===== src/rtl/gate_controller_pkg.sv =====
// Shared definitions for the parking gate controller: FSM state encodings
// and the default capacity / gate-open duration.
package gate_controller_pkg;

    // Default number of parking spaces (legal range 1..15).
    localparam int DEF_CAPACITY    = 8;
    // Default gate-open time in clk cycles: 1 s at 40 MHz.
    localparam int DEF_OPEN_CYCLES = 40000000;

    typedef enum logic [1:0] {
        IDLE       = 2'd0,
        OPEN_ENTRY = 2'd1,
        OPEN_EXIT  = 2'd2
    } gate_state_e;

endpackage


===== src/rtl/gate_controller_edge_detector.sv =====
// Rising-edge detector for a debounced button level. The history register
// tracks the level even during reset, so a button held through reset
// release is never seen as a new press.
module edge_detector (
    input  logic clk,
    input  logic reset,
    input  logic level,
    output logic rise
);

    logic hist_q;

    // History follows the level every cycle, including while in reset.
    always_ff @(posedge clk) begin
        hist_q <= level;
    end

    // Rise is suppressed while reset is asserted so nothing acts on it then.
    assign rise = reset & level & ~hist_q;

endmodule


===== src/rtl/gate_controller.sv =====
// Parking barrier controller: counts free spaces, opens the gate for a fixed
// window on an accepted entry or exit request, and flags refused entries.
module gate_controller
    import gate_controller_pkg::*;
#(
    parameter int CAPACITY    = DEF_CAPACITY,
    parameter int OPEN_CYCLES = DEF_OPEN_CYCLES
) (
    input  logic       clk,
    input  logic       reset,
    input  logic       entryButton,
    input  logic       exitButton,
    output logic       gateOpen,
    output logic [3:0] freeSpaces,
    output logic       full,
    output logic       rejectPulse
);

    localparam int         TW   = $clog2(OPEN_CYCLES + 1);
    localparam logic [3:0] CAP4 = 4'(CAPACITY);
    localparam logic [TW-1:0] LAST = TW'(OPEN_CYCLES - 1);

    logic          entry_rise;
    logic          exit_rise;
    gate_state_e   state_q;
    logic [3:0]    free_q;
    logic          gate_q;
    logic          rej_q;
    logic [TW-1:0] timer_q;

    edge_detector u_entry_ed (
        .clk   (clk),
        .reset (reset),
        .level (entryButton),
        .rise  (entry_rise)
    );

    edge_detector u_exit_ed (
        .clk   (clk),
        .reset (reset),
        .level (exitButton),
        .rise  (exit_rise)
    );

    // Gate FSM: accepts requests only in IDLE, exit has priority over entry,
    // and every output it drives is registered.
    always_ff @(posedge clk) begin
        if (!reset) begin
            state_q <= IDLE;
            free_q  <= CAP4;
            gate_q  <= 1'b0;
            rej_q   <= 1'b0;
            timer_q <= '0;
        end else begin
            rej_q <= 1'b0;
            case (state_q)
                IDLE: begin
                    timer_q <= '0;
                    if (exit_rise) begin
                        // A simultaneous entry edge is dropped here.
                        if (free_q != CAP4) begin
                            free_q  <= free_q + 4'd1;
                            state_q <= OPEN_EXIT;
                            gate_q  <= 1'b1;
                        end
                    end else if (entry_rise) begin
                        if (free_q != 4'd0) begin
                            free_q  <= free_q - 4'd1;
                            state_q <= OPEN_ENTRY;
                            gate_q  <= 1'b1;
                        end else begin
                            rej_q <= 1'b1;
                        end
                    end
                end
                OPEN_ENTRY, OPEN_EXIT: begin
                    // Edges arriving here are ignored; only the timer runs.
                    if (timer_q == LAST) begin
                        state_q <= IDLE;
                        gate_q  <= 1'b0;
                        timer_q <= '0;
                    end else begin
                        timer_q <= timer_q + 1'b1;
                    end
                end
                default: begin
                    state_q <= IDLE;
                    gate_q  <= 1'b0;
                    timer_q <= '0;
                end
            endcase
        end
    end

    assign gateOpen    = gate_q;
    assign freeSpaces  = free_q;
    assign full        = (free_q == 4'd0);
    assign rejectPulse = rej_q;

endmodule


===== config.mk =====
export PLATFORM = sky130hd
export DESIGN_NAME = gate_controller
export DESIGN_NICKNAME = d
export VERILOG_FILES = /design/src/rtl/gate_controller_pkg.sv /design/src/rtl/gate_controller_edge_detector.sv /design/src/rtl/gate_controller.sv
export SDC_FILE = /design/constraint.sdc
export NUM_CORES = 1
export LEC_CHECK = 0
export CELL_PAD_IN_SITES_DETAIL_PLACEMENT = 0
export CELL_PAD_IN_SITES_GLOBAL_PLACEMENT = 1
export CORE_UTILIZATION = 40
export DETAILED_ROUTE_END_ITERATION = 12
export PLACE_DENSITY_LB_ADDON = 0.1
export REMOVE_ABC_BUFFERS = 1
export SLEW_MARGIN = 25
export SYNTH_ARGS = -nofsm -noshare
export SYNTH_HDL_FRONTEND = slang
export SYNTH_SLANG_ARGS = --single-unit

===== constraint.sdc =====
create_clock -name clk -period 4.4 [get_ports clk]
set_input_delay 0.88 -clock clk [delete_from_list [all_inputs] [get_ports clk]]
set_output_delay 0.88 -clock clk [all_outputs]
set_load 0.005 [all_outputs]

==> run_results.csv <==
group,metric,value,unit
status,status,"completed",
cts,cts_tree,"built",
logic_synthesis,synth_area,1753,µm²
global_routing,grt.busiest_layer,"met2",
logic_synthesis,ys.flop_type,"dfxtp_1",
logic_synthesis,synth_cells,183,
drt,vias_per_cell,4.944,
worst_setup_path,reg2reg_slack,2.55,ns
drt,postRouteAntennaNets,0,
power_and_ir_drop,power_frac_clock,0.305,
worst_setup_path,cp.arrival,3.08,ns
global_routing,gr-total-overflow,0,
timing,fin_setup_tns,0,ns
finish,drive_above_1_share,0.1364,
die,die_area,4651,µm²
logic_synthesis,synth.avg_cell_area,9.579,µm²
timing,setup_viol,0,
logic_synthesis,post-synth-top-count-cell,"dfxtp_1",
global_routing,grt_pass1_vias,1144,
drt,drc,0,
cts,postCtsSetupBuffers,0,
global_routing,grt_util_met3,0.05000,
logic_synthesis,synth-seq-cells,36,
logic_synthesis,seq_area_frac_synth,0.4111,
die,fp.coreArea,4115,µm²
global_routing,grt_pass1_wl,5.043,mm
power_and_ir_drop,leakage,0.7139,nW
timing,tightest_slew,0.5430,ns
die,pin_count,11,
cts,ctsResizeCount,0,
die,die_w,68.20,µm
logic_synthesis,synth_edf_count,0,
worst_setup_path,cp_max_fo,12,
die,rows,23,
power_and_ir_drop,fin_total_pwr,0.7888,mW
die,initial_core_util,0.4260,
timing,final-hold-violation-count,0,
min_path,hp-start,"state_q[1]$_SDFFE_PN0P_",
drt,wire_per_inst,11.75,µm
global_routing,antenna_found_initial,0,
min_path,hold_class,"flip-flop to flip-flop",
logic_synthesis,synthTopCellsByCount,"dfxtp_1, nor2_1, xor2_1, nand2_1, nand3_1",
worst_setup_path,cp.buffers_inverters,1,
power_and_ir_drop,pwr_density_cell,398.0,nW/µm²
logic_synthesis,ys_warn_count,0,
power_and_ir_drop,p_comb_frac,0.225,
timing,rsz0062_at_grt,"false",
global_routing,met1_usage,0.1868,
power_and_ir_drop,ir_worst_vdd,0.2515,mV
power_and_ir_drop,p_int,0.5650,mW
finish,area_growth,13.06,%
timing,fin_crit,2.864,ns
global_routing,grt.met2_usage,0.2292,
global_routing,grt_max_degree,27,
timing,hold_ws,0.4579,ns
cts,clk_pin_slew,0.07,ns
cts,cts_hold_buffers,0,
finish,final-seq-area,720.7,µm²
finish,diodes,0,
cts,cts_buffer_depth,2,
cts,h-tree-depth,2,
placement,portBuffers,10,
finish,fin_nets,206,
logic_synthesis,ys_types,41,
drt,vias,1226,
worst_setup_path,cp.required,4.62,ns
timing,skew,0.003509,ns
worst_setup_path,crit_family,"buffers and inverters",
worst_setup_path,crit_type,"input port to flip-flop",
cts,clockRootBuffer,"clkbuf_8",
die,die_y,68.20,µm
worst_setup_path,worstReg2RegEnd,"freeSpaces[3]$_SDFFE_PN1P_",
timing,fin_crit_sh,0.6510,
job,maxCapViolations,0,
finish,fill_cells,413,
logic_synthesis,ys_top_cells_by_area,"dfxtp_1, xor2_1, nor2_1",
power_and_ir_drop,seqPwrFrac,0.470,
drt,drt_iter0_drc,37,
drt,wirelength,2.913,mm
timing,maxSlewHeadroom,0.6376,
worst_setup_path,crit_chain,"clkdlybuf4s50_1 -> nand3b_2 -> ha_1 -> a21o_1 -> a21oi_1 -> xor2_1 -> or3_1 -> nand3_1",
worst_setup_path,rr_worst_depth,7,
drt,dr.pass1.iters,4,
worst_setup_path,critPathSlowestCell,"clkdlybuf4s50_1",
worst_setup_path,slowest_delay,0.74,ns
logic_synthesis,netlist.area_leader.share,0.4111,
logic_synthesis,synth.largest_area_cell,"dfxtp_1",
min_path,hold_end,"state_q[1]$_SDFFE_PN0P_",
worst_setup_path,cp-start-kind,"input port",
power_and_ir_drop,power_switching,0.2238,mW
power_and_ir_drop,swShare,0.2837,
placement,place_congestion,0.8045,
worst_setup_path,reg2reg_from,"u_exit_ed.hist_q$_DFF_P_",
timing,report.final.slew_viol_count,0,
cts,cts_buffers,5,
global_routing,grt_usage,0.1483,
finish,multi_input_area,982.2,µm²
min_path,hold_depth,2,
cts,cts_num_sinks,36,
timing,clock.fmax,0.3491,GHz
cts,clock_latency,0.28,ns
placement,dp_hpwl,2.110,mm
worst_setup_path,end_kind,"flip-flop",
logic_synthesis,async_flop_share,0,
-- state kept, by name, indices dropped and copies added (netlist names) --
| name | count |
|---|---|
| u_entry_ed.hist_q | 1 |
| u_exit_ed.hist_q | 1 |
| state_q | 2 |
| freeSpaces | 4 |
| gateOpen | 1 |
| timer_q | 26 |
| rejectPulse | 1 |
-- worst max-delay path by stage --
stage / startpoint / endpoint / slack, ns / cells after the start
finish: reset / freeSpaces[3]$_SDFFE_PN1P_ / 1.54 / 8
global route: reset / freeSpaces[3]$_SDFFE_PN1P_ / 1.31 / 8
CTS: reset / freeSpaces[3]$_SDFFE_PN1P_ / 1.53 / 8
detailed placement: reset / freeSpaces[3]$_SDFFE_PN1P_ / 1.22 / 8
global placement: reset / freeSpaces[3]$_SDFFE_PN1P_ / 1.30 / 8
floorplan: exitButton / freeSpaces[3]$_SDFFE_PN1P_ / 2.21 / 7
-- layer usage --
metal | share of wire | vias up
met5 | 0 | -
li1 | - | 646
met1 | 0.50 | 559
met2 | 0.44 | 16
met3 | 0.034 | 5
met4 | 0.020 | 0
-- power groups by stage --
stage / combinational (mW) / sequential (mW) / clock, mW
after global routing: 0.201 / 0.375 / 0.263
after global placement: 0.179 / 0.377 / 0
after detailed placement: 0.181 / 0.378 / 0
after floorplan: 0.125 / 0.376 / 0
after CTS: 0.182 / 0.371 / 0.251
final: 0.178 / 0.370 / 0.241
-- placed cells by master, fill, tap and decap left out, types with 3 or more instances in the layout --
cell / netlist / final
xnor2_1: 8 / 8
nand3_1: 10 / 10
clkbuf_8: 1 / 6
nand2_1: 14 / 14
ha_1: 4 / 4
nand4_1: 7 / 7
dfxtp_1: 36 / 36
inv_1: 7 / 7
clkdlybuf4s50_1: 0 / 10
nor2_1: 32 / 32
mux2i_1: 5 / 5
nor3_1: 3 / 3
xor2_1: 19 / 19
-- cell families after synthesis --
| logic type | count (synthesis) | synth area share |
|---|---|---|
| simple gates | 93 | 0.3219 |
| flops | 36 | 0.4111 |
| xor+xnor | 27 | 0.1349 |
| buf+inv | 10 | 0.02855 |
| compound gates | 7 | 0.03498 |
| mux | 5 | 0.02855 |
| fa+ha+maj | 5 | 0.03997 |
-- worst register-to-register path, stage by stage (launching register included) --
cell,delay [ns]
dfxtp_1,0.30
nand3b_2,0.32
ha_1,0.35
a21o_1,0.17
a21oi_1,0.17
xor2_1,0.09
or3_1,0.31
nand3_1,0.08
-- final cells by class --
cell class / count / area share
Inverter: 7 / 0.01326
Multi-Input combinational cell: 137 / 0.4956
Tap cell: 50 / 0.03157
Sequential cell: 36 / 0.3636
Timing Repair Buffer: 10 / 0.05051
Clock buffer: 8 / 0.04545
-- per-stage QoR --
stage	utilization	cell area, µm²	setup slack (ns)	std cells
floorplan	-	1729	2.209	180
global placement	0.4597	1892	1.303	240
detailed placement	0.4597	1892	1.225	240
CTS	0.4816	1982	1.534	248
global route	0.4816	1982	1.310	248
finish	0.4816	1982	1.536	248
(Power assumes the default switching activity.)
